[src/rtl/edac_scrubber_if.sv]
// Scrubber-side view of the EDAC RAM port: scrub control, bus handshake/strobes,
// corrected read data with decoder error flags, and status outputs.
interface edac_scrubber_if #(
  parameter int ADDR_WIDTH  = 16,
  parameter int DATA_WIDTH  = 8,
  parameter int COUNT_WIDTH = 8
);
  logic                   SCRUB_EN;
  logic                   TICK;
  logic                   SCRUB_REQ;
  logic                   SCRUB_GNT;
  logic [ADDR_WIDTH-1:0]  SCRUB_ADDR;
  logic                   SCRUB_nRD;
  logic                   SCRUB_nWR;
  logic [DATA_WIDTH-1:0]  RDATA;
  logic [DATA_WIDTH-1:0]  WDATA;
  logic                   ERR_DET_C;
  logic                   ERR_UNCORR;
  logic [COUNT_WIDTH-1:0] FIX_COUNT;
  logic                   UNCORR_SEEN;
  logic                   PASS_DONE;
  logic                   SCRUB_BUSY;

  modport master (
    input  SCRUB_EN, TICK, SCRUB_GNT, RDATA, ERR_DET_C, ERR_UNCORR,
    output SCRUB_REQ, SCRUB_ADDR, SCRUB_nRD, SCRUB_nWR, WDATA,
           FIX_COUNT, UNCORR_SEEN, PASS_DONE, SCRUB_BUSY
  );

  modport slave (
    output SCRUB_EN, TICK, SCRUB_GNT, RDATA, ERR_DET_C, ERR_UNCORR,
    input  SCRUB_REQ, SCRUB_ADDR, SCRUB_nRD, SCRUB_nWR, WDATA,
           FIX_COUNT, UNCORR_SEEN, PASS_DONE, SCRUB_BUSY
  );
endinterface

[src/rtl/edac_scrubber.sv]
// EDAC memory scrubber: walks the RAM one address per TICK, reads through the decoder
// and rewrites corrected data. Define SCRUB_WRITEBACK_EN to enable write-back;
// without it the scrubber only counts correctable errors.
module edac_scrubber #(
  parameter int ADDR_WIDTH    = 16,
  parameter int DATA_WIDTH    = 8,
  parameter int COUNT_WIDTH   = 8,
  parameter int STROBE_CYCLES = 2
) (
  input  logic              CLK,
  input  logic              nRESET,
  edac_scrubber_if.master   bus
);

  localparam logic [2:0] IDLE    = 3'd0;
  localparam logic [2:0] REQ     = 3'd1;
  localparam logic [2:0] READ    = 3'd2;
  localparam logic [2:0] CHECK   = 3'd3;
  localparam logic [2:0] WRITE   = 3'd4;
  localparam logic [2:0] RELEASE = 3'd5;

  localparam logic [3:0] STROBE_LAST = 4'(STROBE_CYCLES - 1);

  logic [2:0]             state;
  logic                   pending;
  logic [3:0]             strobe_cnt;
  logic [ADDR_WIDTH-1:0]  addr;
  logic                   det_q;
  logic                   uncorr_q;
  logic [COUNT_WIDTH-1:0] fix_count;
  logic                   uncorr_seen;
`ifdef SCRUB_WRITEBACK_EN
  logic [DATA_WIDTH-1:0]  data_q;
`endif

  // Losing the grant mid-strobe drops back to IDLE with the step re-armed, so the
  // same address is retried once the mux hands the bus back.
  always_ff @(posedge CLK or negedge nRESET) begin
    if (!nRESET) begin
      state       <= IDLE;
      pending     <= 1'b0;
      strobe_cnt  <= 4'd0;
      addr        <= '0;
      det_q       <= 1'b0;
      uncorr_q    <= 1'b0;
      fix_count   <= '0;
      uncorr_seen <= 1'b0;
`ifdef SCRUB_WRITEBACK_EN
      data_q      <= '0;
`endif
    end else begin
      if (bus.TICK && bus.SCRUB_EN) begin
        pending <= 1'b1;
      end
      case (state)
        IDLE: begin
          if (pending && bus.SCRUB_EN) begin
            state   <= REQ;
            pending <= 1'b0;
          end
        end
        REQ: begin
          if (bus.SCRUB_GNT) begin
            state      <= READ;
            strobe_cnt <= 4'd0;
          end
        end
        READ: begin
          if (!bus.SCRUB_GNT) begin
            state   <= IDLE;
            pending <= 1'b1;
          end else if (strobe_cnt == STROBE_LAST) begin
            det_q    <= bus.ERR_DET_C;
            uncorr_q <= bus.ERR_UNCORR;
`ifdef SCRUB_WRITEBACK_EN
            data_q   <= bus.RDATA;
`endif
            state    <= CHECK;
          end else begin
            strobe_cnt <= strobe_cnt + 4'd1;
          end
        end
        CHECK: begin
          strobe_cnt <= 4'd0;
          if (uncorr_q) begin
            uncorr_seen <= 1'b1;
            state       <= RELEASE;
          end else if (det_q) begin
`ifdef SCRUB_WRITEBACK_EN
            state <= WRITE;
`else
            if (fix_count != '1) begin
              fix_count <= fix_count + 1'b1;
            end
            state <= RELEASE;
`endif
          end else begin
            state <= RELEASE;
          end
        end
        WRITE: begin
          if (!bus.SCRUB_GNT) begin
            state   <= IDLE;
            pending <= 1'b1;
          end else if (strobe_cnt == STROBE_LAST) begin
            if (fix_count != '1) begin
              fix_count <= fix_count + 1'b1;
            end
            state <= RELEASE;
          end else begin
            strobe_cnt <= strobe_cnt + 4'd1;
          end
        end
        RELEASE: begin
          addr  <= addr + 1'b1;
          state <= IDLE;
        end
        default: state <= IDLE;
      endcase
    end
  end

  // Outputs decode straight from registered state so reset releases strobes at once.
  assign bus.SCRUB_REQ   = (state != IDLE);
  assign bus.SCRUB_BUSY  = (state != IDLE);
  assign bus.SCRUB_nRD   = (state != READ);
  assign bus.SCRUB_ADDR  = addr;
  assign bus.FIX_COUNT   = fix_count;
  assign bus.UNCORR_SEEN = uncorr_seen;
  assign bus.PASS_DONE   = (state == RELEASE) && (addr == '1);
`ifdef SCRUB_WRITEBACK_EN
  assign bus.SCRUB_nWR   = (state != WRITE);
  assign bus.WDATA       = data_q;
`else
  assign bus.SCRUB_nWR   = 1'b1;
  assign bus.WDATA       = '0;
`endif

endmodule

[src/flat_wrapper.sv]
// flat-port wrapper written by rule: the top's interface ports become plain ports
module edac_scrubber_flat 
#(
  parameter int ADDR_WIDTH    = 16,
  parameter int DATA_WIDTH    = 8,
  parameter int COUNT_WIDTH   = 8,
  parameter int STROBE_CYCLES = 2
)
  (CLK, nRESET, bus_SCRUB_EN, bus_TICK, bus_SCRUB_GNT, bus_RDATA, bus_ERR_DET_C, bus_ERR_UNCORR, bus_SCRUB_REQ, bus_SCRUB_ADDR, bus_SCRUB_nRD, bus_SCRUB_nWR, bus_WDATA, bus_FIX_COUNT, bus_UNCORR_SEEN, bus_PASS_DONE, bus_SCRUB_BUSY);
  edac_scrubber_if #(.ADDR_WIDTH(ADDR_WIDTH), .DATA_WIDTH(DATA_WIDTH), .COUNT_WIDTH(COUNT_WIDTH)) bus_i ();
  input  logic CLK;
  input  logic nRESET;
  input wire logic [$bits(bus_i.SCRUB_EN)-1:0] bus_SCRUB_EN;
  input wire logic [$bits(bus_i.TICK)-1:0] bus_TICK;
  input wire logic [$bits(bus_i.SCRUB_GNT)-1:0] bus_SCRUB_GNT;
  input wire logic [$bits(bus_i.RDATA)-1:0] bus_RDATA;
  input wire logic [$bits(bus_i.ERR_DET_C)-1:0] bus_ERR_DET_C;
  input wire logic [$bits(bus_i.ERR_UNCORR)-1:0] bus_ERR_UNCORR;
  output wire logic [$bits(bus_i.SCRUB_REQ)-1:0] bus_SCRUB_REQ;
  output wire logic [$bits(bus_i.SCRUB_ADDR)-1:0] bus_SCRUB_ADDR;
  output wire logic [$bits(bus_i.SCRUB_nRD)-1:0] bus_SCRUB_nRD;
  output wire logic [$bits(bus_i.SCRUB_nWR)-1:0] bus_SCRUB_nWR;
  output wire logic [$bits(bus_i.WDATA)-1:0] bus_WDATA;
  output wire logic [$bits(bus_i.FIX_COUNT)-1:0] bus_FIX_COUNT;
  output wire logic [$bits(bus_i.UNCORR_SEEN)-1:0] bus_UNCORR_SEEN;
  output wire logic [$bits(bus_i.PASS_DONE)-1:0] bus_PASS_DONE;
  output wire logic [$bits(bus_i.SCRUB_BUSY)-1:0] bus_SCRUB_BUSY;
  assign bus_i.SCRUB_EN = bus_SCRUB_EN;
  assign bus_i.TICK = bus_TICK;
  assign bus_i.SCRUB_GNT = bus_SCRUB_GNT;
  assign bus_i.RDATA = bus_RDATA;
  assign bus_i.ERR_DET_C = bus_ERR_DET_C;
  assign bus_i.ERR_UNCORR = bus_ERR_UNCORR;
  assign bus_SCRUB_REQ = bus_i.SCRUB_REQ;
  assign bus_SCRUB_ADDR = bus_i.SCRUB_ADDR;
  assign bus_SCRUB_nRD = bus_i.SCRUB_nRD;
  assign bus_SCRUB_nWR = bus_i.SCRUB_nWR;
  assign bus_WDATA = bus_i.WDATA;
  assign bus_FIX_COUNT = bus_i.FIX_COUNT;
  assign bus_UNCORR_SEEN = bus_i.UNCORR_SEEN;
  assign bus_PASS_DONE = bus_i.PASS_DONE;
  assign bus_SCRUB_BUSY = bus_i.SCRUB_BUSY;
  edac_scrubber #(.ADDR_WIDTH(ADDR_WIDTH), .DATA_WIDTH(DATA_WIDTH), .COUNT_WIDTH(COUNT_WIDTH), .STROBE_CYCLES(STROBE_CYCLES)) u_core (.CLK(CLK), .nRESET(nRESET), .bus(bus_i));
endmodule
[config.mk]
export PLATFORM = sky130hd
export DESIGN_NAME = edac_scrubber_flat
export DESIGN_NICKNAME = d
export VERILOG_FILES = /design/src/rtl/edac_scrubber_if.sv /design/src/rtl/edac_scrubber.sv /design/src/flat_wrapper.sv
export SDC_FILE = /design/constraint.sdc
export NUM_CORES = 1
export LEC_CHECK = 0
export BUFFER_PORTS_ARGS = -buffer_cell sky130_fd_sc_hd__buf_4
export CAP_MARGIN = 10
export CORE_MARGIN = 5
export CORE_UTILIZATION = 45
export DETAILED_ROUTE_END_ITERATION = 16
export PLACE_DENSITY_LB_ADDON = 0.15
export REMOVE_ABC_BUFFERS = 1
export SETUP_SLACK_MARGIN = 0.05
export SLEW_MARGIN = 20
export SYNTH_ARGS = -nofsm -noshare
export SYNTH_HDL_FRONTEND = slang
export SYNTH_SLANG_ARGS = --single-unit
[constraint.sdc]
create_clock -name CLK -period 5.6 [get_ports CLK]
set_clock_uncertainty 0.1 [all_clocks]
set_input_delay 1.12 -clock CLK [delete_from_list [all_inputs] [get_ports CLK]]
set_output_delay 1.12 -clock CLK [all_outputs]
set_load 0.01 [all_outputs]
==> impl_metrics.yaml <==
status:
  status: "completed"
global_routing:
  grt_pass1_vias: 1341
  grt_pass1_wl_um: 6070
  overflow: 0
  antenna_found_initial: 0
  grt_use_total_pct: 14.3
  grt_max_degree: 36
power_and_ir_drop:
  p_leak_uw: 0.00108
  p_int_uw: 557
  power_uw: 838
  switchingPower_uw: 280
  pwr-share-seq_pct: 44.4
  peakVddDrop_v: 0.000221
  p_comb_share_pct: 31.9
  p_clk_share_pct: 23.7
  p_per_area_nw_per_um2: 384
  swShare_pct: 33.5
clock_network:
  clockRootBuffer: "clkbuf_8"
  cts_buffer_depth: 2
  postCtsSetupBuffers: 0
  path_clk_slew_ns: 0.07
  ctsHoldBuffers: 0
  tritoncts: "yes"
  ctsResizeCount: 0
  htreeDepth: 2
  clk_latency_ns: 0.28
  cts_sinks: 35
  cts_buffers: 5
synthesis:
  netlist_area_um2: 1830
  ys_ff_latch: 35
  syn_inst: 169
  yosys.area.top_type: "dfrtp_1"
  synth.yosys.seq_area_share_pct: 47.8
  synth_top_cell_area_share_pct: 47.8
  synth_common_cells: "dfrtp_1, xnor2_1, xor2_1"
  yosys.cell_count.top_type: "dfrtp_1"
  ys_types: 47
  synth_ff_type: "dfrtp_1"
  async_flop_share_pct: 100
  synthTopCellsByArea: "dfrtp_1, xnor2_1, xor2_1"
  syn_avg_cell_area_um2: 10.8
  yosys_warnings: 0
  synth-edff-count: 0
finish:
  area_growth_pct: 19.1
  diodes: 0
  drive_gt1_share_pct: 27.3
  finalCoreUtilization_pct: 54.9
  layout.nets: 223
timing:
  min_period_ns: 3.18
  hold_viol: 0
  rsz0062_at_grt: "false"
  finalSetupViolCount: 0
  worstMarginPinSlew_ns: 0.573
  maxSlewViolCount: 0
  slew_headroom_pct: 61.8
  timing.fmax_ghz: 0.314
  min_period_over_period_pct: 56.8
  fin_tns_setup_ns: 0
floorplanning:
  die_y_um: 73.8
  core.rowCount: 23
  die_area_um2: 5450
  die_width_um: 73.8
  core_um2: 3970
  ioPinCount: 53
  start_util_pct: 46.1
setup_path:
  path_max_fanout: 15
  slowest_delay_ns: 0.54
  endpoint_kind: "output pin"
  cp_data_required_time_ns: 4.38
  crit_buf_inv: 1
  criticalPathCategory: "reg -> out"
  worstPathArrival_ns: 1.96
  path_cells: "and4b_2, nand4_1, nor4_1, buf_4"
  critPathTopFamily: "simple AND/OR/NAND/NOR gates"
  start_kind: "register"
  cp_slowest_cell: "dfrtp_1"
detailed_routing:
  wl_per_cell_um: 13.7
  viasPerCell: 5.16
  wirelength_um: 3500
  ant_nets: 0
  via_count: 1316
  drt_iter0_markers: 38
  dr.pass1.iters: 4
  drc: 0
place:
  numPortBuffers: 35
  dp_hpwl_um: 2590
  place_congestion: 0.771
job:
  drv_cap: 0
worst_hold_path:
  hold_class: "reg -> reg"
stage by stage:
stage	setup WS (ns)	instance area [um^2]	hold WS [ns]	std cells
global route	2.24	2180	0.402	255
floorplan	2.93	1760	0.373	162
detailed placement	2.72	2080	0.361	247
CTS	2.39	2180	0.380	255
global placement	2.78	2080	0.349	247
finish	2.42	2180	0.369	255
metal layers:
metal	vias to the layer above	global-route usage, %	wire (um)
met5	-	0	0
met4	0	4.83	35
met3	5	4.79	207
met2	28	23.1	1720
met1	642	17.9	1540
li1	641	-	-
area by class of cell:
class                   instances  area, um^2
fillers                       371        1790
flip-flops and latches         35         876
multi-input cells             119         851
repair buffers                 35         263
clock buffers                   8         100
well taps                      50        62.6
inverters                       8        30.0
power by group through the flow:
stage / Sequential, uW / Clock, uW / Combinational [uW]
finish: 372 / 199 / 267
global route: 384 / 216 / 297
CTS: 371 / 203 / 272
detailed placement: 376 / 0 / 271
global placement: 370 / 0 / 262
floorplan: 371 / 0 / 160
worst reg2reg max path: stages (launching register included):
cell and delay [ns]:
dfrtp_1 0.61, and4bb_2 0.31, o22ai_1 0.46, nor2_2 0.09
mux2_1 0.33
final timing paths:
path | start | endpoint | slack (ns) | depth (start not counted)
min reg2reg | u_core.bus.UNCORR_SEEN | u_core.bus.UNCORR_SEEN | 0.37 | 1
min | u_core.bus.UNCORR_SEEN | u_core.bus.UNCORR_SEEN | 0.37 | 1
max in group asynchronous | nRESET | u_core.bus.FIX_COUNT[0] | 4.40 | 1
min in group asynchronous | nRESET | u_core.bus.SCRUB_ADDR[4] | 0.68 | 1
max reg2reg | u_core.state[1] | u_core.bus.FIX_COUNT[1] | 3.59 | 4
max | u_core.state[1] | bus_PASS_DONE | 2.42 | 4
cell usage in the layout (no fill, tap or decap), types with 2 or more instances in the layout:
| cell type | n |
|---|---|
| a211o_1 | 2 |
| nand3b_1 | 2 |
| clkbuf_8 | 7 |
| or3_1 | 2 |
| nand3_1 | 8 |
| ha_1 | 4 |
| and3b_2 | 2 |
| nand4_1 | 5 |
| nand2_1 | 8 |
| inv_1 | 8 |
| o21ai_0 | 3 |
| nor3_1 | 8 |
| nor2_1 | 6 |
| xor2_1 | 12 |
| nor4_1 | 4 |
| a21o_1 | 2 |
| xnor2_1 | 12 |
| mux2_4 | 2 |
| nor3b_1 | 3 |
| conb_1 | 9 |
| buf_4 | 35 |
| or3b_4 | 2 |
| dfrtp_1 | 35 |
cell families (layout without fill, tap and decap cells):
group                      Yosys count  count (layout)  synth area share, %
and+or+nand+nor                     62              62                 21.0
DFF                                 35              35                 47.8
xor gates and xnor gates            24              24                 11.5
buffers and inverters               22              51                 7.17
AOI/OAI and AO/OA                   16              16                 6.49
adders and majority gates            4               4                 2.73
muxes                                4               4                 2.87
other                                2               9                0.410
sequential cells by signal, summed over array words and instances (netlist names):
| signal | cells |
|---|---|
| u_core.bus.FIX_COUNT | 8 |
| u_core.bus.SCRUB_ADDR | 16 |
| u_core.bus.UNCORR_SEEN | 1 |
| u_core.det_q | 1 |
| u_core.pending | 1 |
| u_core.state | 3 |
| u_core.strobe_cnt | 4 |
| u_core.uncorr_q | 1 |
Note: power is estimated with default switching activity, not from simulation.
